### config.mk
export PLATFORM = sky130hd
export DESIGN_NAME = cpu_sequencer
export DESIGN_NICKNAME = d
export VERILOG_FILES = /design/src/rtl/cpu_sequencer.sv
export SDC_FILE = /design/constraint.sdc
export NUM_CORES = 1
export LEC_CHECK = 0
export ABC_AREA = 0
export CORE_MARGIN = 8
export CORE_UTILIZATION = 39
export CTS_BUF_LIST = sky130_fd_sc_hd__clkbuf_2 sky130_fd_sc_hd__clkbuf_4 sky130_fd_sc_hd__clkbuf_8
export CTS_CLUSTER_DIAMETER = 30
export CTS_CLUSTER_SIZE = 20
export DETAILED_ROUTE_END_ITERATION = 12
export PLACE_DENSITY = 0.76
export REMOVE_ABC_BUFFERS = 1
export SETUP_SLACK_MARGIN = 0.05
export SLEW_MARGIN = 40
export SYNTH_ARGS = -nofsm -noshare
export SYNTH_HDL_FRONTEND = slang
export SYNTH_SLANG_ARGS = --single-unit
### constraint.sdc
create_clock -name clk -period 2.14 [get_ports clk]
set_clock_uncertainty 0.2 [all_clocks]
set_input_delay 0.428 -clock clk [delete_from_list [all_inputs] [get_ports clk]]
set_output_delay 0.428 -clock clk [all_outputs]
set_load 0.02 [all_outputs]
### src/rtl/cpu_sequencer.sv
`default_nettype none
// ============================================================================
// Module   : cpu_sequencer
// Purpose  : Multi-cycle control FSM for the turtle-cpu core: fetch, decode,
//            execute/memory, writeback, with halt and bus-timeout fault.
// Revision : 1.0 - initial release
// ============================================================================
module cpu_sequencer #(
  parameter int                INST_W         = 16,
  parameter logic [INST_W-1:0] HALT_INST      = 16'h0000,
  parameter int                TIMEOUT_CYCLES = 15,
  parameter int                RETIRE_W       = 16
) (
  input  logic                clk,
  input  logic                rst,
  input  logic                run_enable,
  output logic                imem_req,
  input  logic                imem_ack,
  input  logic [INST_W-1:0]   imem_rdata,
  output logic [INST_W-1:0]   instruction,
  input  logic                dec_acc_write_enable,
  input  logic                dec_write_put_acc,
  input  logic                dec_status_write_enable,
  input  logic                dec_dmem_write_enable,
  input  logic                dec_dmem_output_enable,
  output logic                dmem_req,
  output logic                dmem_we,
  input  logic                dmem_ack,
  output logic                acc_write_enable,
  output logic                write_put_acc,
  output logic                status_write_enable,
  output logic                pc_update,
  output logic                halted,
  output logic                fault,
  output logic [RETIRE_W-1:0] retired_count
);

  localparam int                  c_wait_w    = $clog2(TIMEOUT_CYCLES + 1);
  localparam logic [c_wait_w-1:0] c_wait_last = c_wait_w'(TIMEOUT_CYCLES - 1);

  typedef enum logic [2:0] {
    S_IDLE      = 3'd0,
    S_FETCH     = 3'd1,
    S_DECODE    = 3'd2,
    S_EXECUTE   = 3'd3,
    S_MEM       = 3'd4,
    S_WRITEBACK = 3'd5,
    S_HALTED    = 3'd6,
    S_FAULT     = 3'd7
  } state_t;

  state_t              r_state;
  state_t              w_next;
  logic [c_wait_w-1:0] r_wait_cnt;
  logic [INST_W-1:0]   r_instruction;
  logic [RETIRE_W-1:0] r_retired;
  logic                w_waiting;
  logic                w_wait_expired;

  // A request that is still outstanding this cycle accumulates wait time.
  assign w_waiting      = ((r_state == S_FETCH) && !imem_ack) ||
                          ((r_state == S_MEM)   && !dmem_ack);
  assign w_wait_expired = (r_wait_cnt == c_wait_last);

  assign instruction   = r_instruction;
  assign retired_count = r_retired;

  always_ff @(posedge clk) begin
    if (rst) begin
      r_state       <= S_IDLE;
      r_wait_cnt    <= '0;
      r_instruction <= '0;
      r_retired     <= '0;
    end else begin
      r_state <= w_next;
      if (w_waiting) begin
        r_wait_cnt <= r_wait_cnt + c_wait_w'(1);
      end else begin
        r_wait_cnt <= '0;
      end
      if ((r_state == S_FETCH) && imem_ack) begin
        r_instruction <= imem_rdata;
      end
      if (r_state == S_WRITEBACK) begin
        r_retired <= r_retired + RETIRE_W'(1);
      end
    end
  end

  always_comb begin
    w_next              = r_state;
    imem_req            = 1'b0;
    dmem_req            = 1'b0;
    dmem_we             = 1'b0;
    acc_write_enable    = 1'b0;
    write_put_acc       = 1'b0;
    status_write_enable = 1'b0;
    pc_update           = 1'b0;
    halted              = 1'b0;
    fault               = 1'b0;

    case (r_state)
      S_IDLE: begin
        if (run_enable) begin
          w_next = S_FETCH;
        end
      end
      S_FETCH: begin
        imem_req = 1'b1;
        if (imem_ack) begin
          w_next = S_DECODE;
        end else if (w_wait_expired) begin
          w_next = S_FAULT;
        end
      end
      S_DECODE: begin
        if (r_instruction == HALT_INST) begin
          w_next = S_HALTED;
        end else if (dec_dmem_write_enable || dec_dmem_output_enable) begin
          w_next = S_MEM;
        end else begin
          w_next = S_EXECUTE;
        end
      end
      S_EXECUTE: begin
        w_next = S_WRITEBACK;
      end
      S_MEM: begin
        dmem_req = 1'b1;
        dmem_we  = dec_dmem_write_enable;
        if (dmem_ack) begin
          w_next = S_WRITEBACK;
        end else if (w_wait_expired) begin
          w_next = S_FAULT;
        end
      end
      S_WRITEBACK: begin
        // The only cycle in which architectural state may commit.
        acc_write_enable    = dec_acc_write_enable;
        write_put_acc       = dec_write_put_acc;
        status_write_enable = dec_status_write_enable;
        pc_update           = 1'b1;
        w_next              = run_enable ? S_FETCH : S_IDLE;
      end
      S_HALTED: begin
        halted = 1'b1;
      end
      S_FAULT: begin
        fault = 1'b1;
      end
      default: begin
        w_next = S_IDLE;
      end
    endcase
  end

endmodule
`default_nettype wire

=== Yosys cells after proc, flatten, opt, wreduce, memory -nomap -nowiden ===
Index checks and enable logic that the tools add are counted.

* Flip-flop bits (word level): 39
* Bits in latches: 0
* Bits in writable memories: 0
* Memory bits (read-only): 0
* Input port bits: 26
* Logic and storage cells: 45
* Memories: 0

* Add/subtract/negate cells: 2
* Multiply operators: 0
* Div/mod/pow operators: 0
* Magnitude comparators: 0
* Equality and inequality tests: 9
* Shift operators: 0
* Mux-type cells: 17
* Bitwise gates (word level): 1
* Reduce and logical (&&, ||, !) cells: 12

{| class="wikitable"
|+ Operator list
! kind !! number
|-
| 3-bit 2-to-1 mux || 6
|-
| 3-bit case mux with 6 select lines || 1
|-
| 16-bit by 1-bit adder with 16-bit output (second input constant) || 1
|-
| 16-bit zero test || 1
|-
| 3-bit == test (second input constant) || 4
|-
| 1-bit 2-to-1 mux || 10
|-
| 3-bit by 2-bit == test with 1-bit output (second input constant) || 2
|-
| 6-bit nonzero test || 1
|-
| 4-bit by 1-bit adder with 4-bit output (second input constant) || 1
|-
| 4-bit == test (second input constant) || 1
|-
| 3-bit by 1-bit == test with 1-bit output (second input constant) || 1
|-
| 1-bit logical AND || 3
|-
| 3-bit zero test || 1
|-
| 1-bit zero test || 2
|-
| 1-bit logical OR || 2
|-
| 2-bit != test (second input constant) || 1
|-
| 2-bit AND reduction || 1
|-
| 2-bit OR reduction || 1
|-
| 1-bit NOT || 1
|}

=== Logic depth before layout (Yosys ltp) ===
* Depth in word-level cells: 5
* Depth in mapped cells: 7
* Depth with buffers taken out: 6

=== Worst setup path before layout ===
Ideal clock, no wire load.

* Kind: register to output
* From: register r_state[2]
* To: output acc_write_enable
* Data arrival time: 1.461 ns
* Data required time: 1.512 ns
* Slack: 0.051 ns
* Stages on the path, launching flop included: 5
* Path buffers: 2
* Cells stage by stage: dfxtp_1 -> clkbuf_1 -> and3b_1 -> clkbuf_1 -> and2_1

* Word-level cells in the longest chain between the ends: 2

{| class="wikitable"
|+ Ends and longest elaborated chain
! item !! line !! text
|-
| from (decl) || 52 || <nowiki>state_t r_state;</nowiki>
|-
| from (signal assigned) || 75 || <nowiki>r_state <= w_next;</nowiki>
|-
| 3-bit == test || 102 || <nowiki>case (r_state)</nowiki>
|-
| 1-bit 2-to-1 mux || 102 ||
|-
| to (decl) || 29 || <nowiki>output logic acc_write_enable,</nowiki>
|}

No other way between the ends.

=== Worst setup path after layout ===
* From: register r_retired[2], in the netlist retired_count[2]
* To: output retired_count[2]

{| class="wikitable"
|+ RTL lines
! item !! line !! text
|-
| from (decl) || 56 || <nowiki>logic [RETIRE_W-1:0] r_retired;</nowiki>
|-
| from (signal assigned) || 85 || <nowiki>r_retired <= r_retired + RETIRE_W'(1);</nowiki>
|-
| to (decl) || 35 || <nowiki>output logic [RETIRE_W-1:0] retired_count</nowiki>
|}

No word-level cell between the ends.

==> flow_summary.json <==
{
  "fin_setup_tns_ps": 0,
  "utilization_pct": 59.4,
  "hold_viol": 0,
  "core_sq_mm": 0.00460,
  "synth_edf_count": 0,
  "avgSynthCellArea_sq_um": 8.16,
  "num_io_pins": 67,
  "syn_inst": 223,
  "cts_setup_buffers": 0,
  "relSlewSlack_pct": 80.1,
  "yosysSeqAreaShare_pct": 42.9,
  "min_period_ps": 2020,
  "grtUsageTotal_pct": 14.2,
  "crit_type": "register to output pin",
  "wirelength_mm": 4.81,
  "tritoncts": "built",
  "cpMaxStageDelayCell": "clkdlybuf4s50_1",
  "ir_drop_v": 0.000383,
  "cts_sinks": 39,
  "post-route-drc-count": 0,
  "first_pass_iters": 4,
  "layout_commonest_cell": "clkdlybuf4s50_1",
  "drv_slew": 0,
  "synth_area_leaders": "dfxtp_1, nand2_1, a21oi_1",
  "crit_path_start_kind": "register",
  "synthXorXnorAreaFrac_pct": 5.30,
  "crit_path_max_fanout": 4,
  "cts_buffer_depth": 2,
  "max_stage_delay_ps": 650,
  "synth_compound_area_share_pct": 12.4,
  "synthToLayoutAreaGrowth_pct": 50.2,
  "yosys.area_share.simple_pct": 31.9,
  "rsz0062_at_grt": "true",
  "synth_area_leader_cell": "dfxtp_1",
  "die_w_microns": 84.3,
  "maxCapViolCount": 0,
  "hp-class": "register to register",
  "die_height_microns": 84.3,
  "status": "finished, final reports clean",
  "setup.worst_path.end_class": "output pin",
  "root_buffer": "clkbuf_8",
  "ys_types": 42,
  "instances_no_fill": 356,
  "ant_nets": 0,
  "num_rows": 25,
  "wl_per_cell_microns": 13.5,
  "antenna_found_initial": 0,
  "start_util_pct": 39.6,
  "ys_seq_elements": 39,
  "critPathBufInv": 1,
  "cts-htree-levels": 2,
  "yosysWarningCount": 0,
  "grt_pass1_wl_mm": 8.45,
  "drt_iter0_drc": 80,
  "dp_hpwl_mm": 3.63,
  "muxShareOfSynthArea_pct": 1.17,
  "die-area_sq_mm": 0.00711,
  "power.density_mw_per_mm2": 531,
  "cp_cell_sequence": "clkdlybuf4s50_1",
  "clk_latency_ps": 290,
  "worstMarginPinSlew_ps": 297,
  "fin_nets": 331,
  "timing.fmax_ghz": 0.494,
  "cp.arrival_ps": 1400,
  "syn_area_sq_mm": 0.00182,
  "ys.flop_type": "dfxtp_1",
  "fillerInstances": 433,
  "gr-total-overflow": 0,
  "grt_max_degree": 40,
  "synthAdderAreaFrac_pct": 2.75,
  "portBuffers": 66,
  "numCtsBuffers": 5,
  "gp_congestion": 0.843,
  "dp_cells": 348,
  "clkTransAtPathRegs_ps": 70,
  "netlist.area_leader.share_pct": 42.9,
  "vias": 1824,
  "synth_top_family_by_area": "simple AND/OR/NAND/NOR gates",
  "final-setup-viol-count": 0,
  "final_area_sq_mm": 0.00273,
  "viasPerCell": 5.12,
  "final_layout_size_suffix_gt1_share_pct": 12.6,
  "required_ps": 1510,
  "power_leakage_nw": 1.08,
  "grt_pass1_vias": 1860,
  "hold_buffers": 0,
  "async_reset_ff_share_pct": 0,
  "cp_top_family": "buffers and inverters",
  "final_cell_mix": "clkdlybuf4s50_1, nand2_1, dfxtp_1",
  "place_area_sq_mm": 0.00264,
  "finalCritPeriodShare_pct": 94.5,
  "diodes": 0
}
[per-stage QoR]
stage | worst slack [ps] | total power [mW] | hold WS (ps)
finish | 117 | 1.45 | 264
floorplan | 74.6 | 0.846 | 230
global placement | -96.3 | 0.967 | 245
global route | 19.1 | 1.53 | 301
detailed placement | -114 | 0.970 | 254
CTS | 67.1 | 1.47 | 270
[path summary, 6_finish.rpt]
check,start,slack (ps),cells past startpoint,end
worst max register to register,r_state[0],160,5,retired_count[12]
worst min register to register,r_wait_cnt[0],260,1,r_wait_cnt[0]
worst min-delay path,r_wait_cnt[0],260,1,r_wait_cnt[0]
worst max-delay path,retired_count[2],120,1,retired_count[2]
[sequential cells by signal, indices dropped and copies added (netlist names)]
register	count
retired_count	16
r_wait_cnt	4
instruction	16
r_state	3
[where the power goes]
| part | switching (mW) | leakage (nW) | total [mW] | internal (mW) |
|---|---|---|---|---|
| combinational | 0.0924 | 0.718 | 0.199 | 0.107 |
| clock | 0.242 | 0.0491 | 0.495 | 0.254 |
| sequential | 0.0135 | 0.317 | 0.756 | 0.743 |
| total | 0.347 | 1.08 | 1.45 | 1.10 |
[timing repair]
item | 4_1_cts | 5_1_grt
resized for setup | 15 | 10
hold endpoints to repair | 0 | 0
pin swaps | 0 | 1
setup endpoints to repair | 9 | 12
[synth_stat cells (2+ instances only)]
library cell   n
o21ai_0        5
nor3b_1        2
buf_2          3
nand2b_1       4
ha_1           4
or3_1          3
and2_1         5
inv_1          4
a31o_2         2
nor4_1         4
clkbuf_1       7
and4_1         2
nor3_1         3
nand3_1        7
dfxtp_1       39
a31oi_1        2
nor2_1        23
a21oi_1       23
xnor2_1        4
nand4_1        4
and3_1         2
o31ai_1        3
nand2_1       40
nand3b_1       2
xor2_1         7
and3b_1        2
nor2b_1        2
[kinds of logic (layout without fill, tap and decap cells)]
group | count (synthesis) | after routing
AO/OA/AOI/OAI | 39 | 39
XOR/XNOR | 11 | 11
adder cells (fa/ha/maj) | 4 | 4
buffers and inverters | 16 | 95
flip-flops | 39 | 39
multiplexers | 2 | 2
AND/OR/NAND/NOR | 112 | 112
[metal layers]
metal  global-route usage [%]  up-vias  wire length (microns)
met4                     4.55        0                     76
met3                     6.78        8                    430
met2                     23.1       53                   2290
met5                        0        -                      0
met1                     15.8      839                   2010
li1                         -      924                      -
[worst register-to-register path: stages, from the launching register on]
cell and delay (ps):
dfxtp_2 350, buf_4 180, nand4b_4 140, or4_4 590, or3_1 320, a21oi_1 140
[area by class of cell]
class	instances	area [sq um]	share of cell area, %
sequential	39	785	28.7
clock buffer	7	83.8	3.07
clock inverter	1	5.00	0.183
inverter	5	18.8	0.687
tap	54	67.6	2.47
timing repair buffer	82	781	28.6
multi-input combinational	168	992	36.3
No activity file was read; power rests on OpenSTA's default activity.
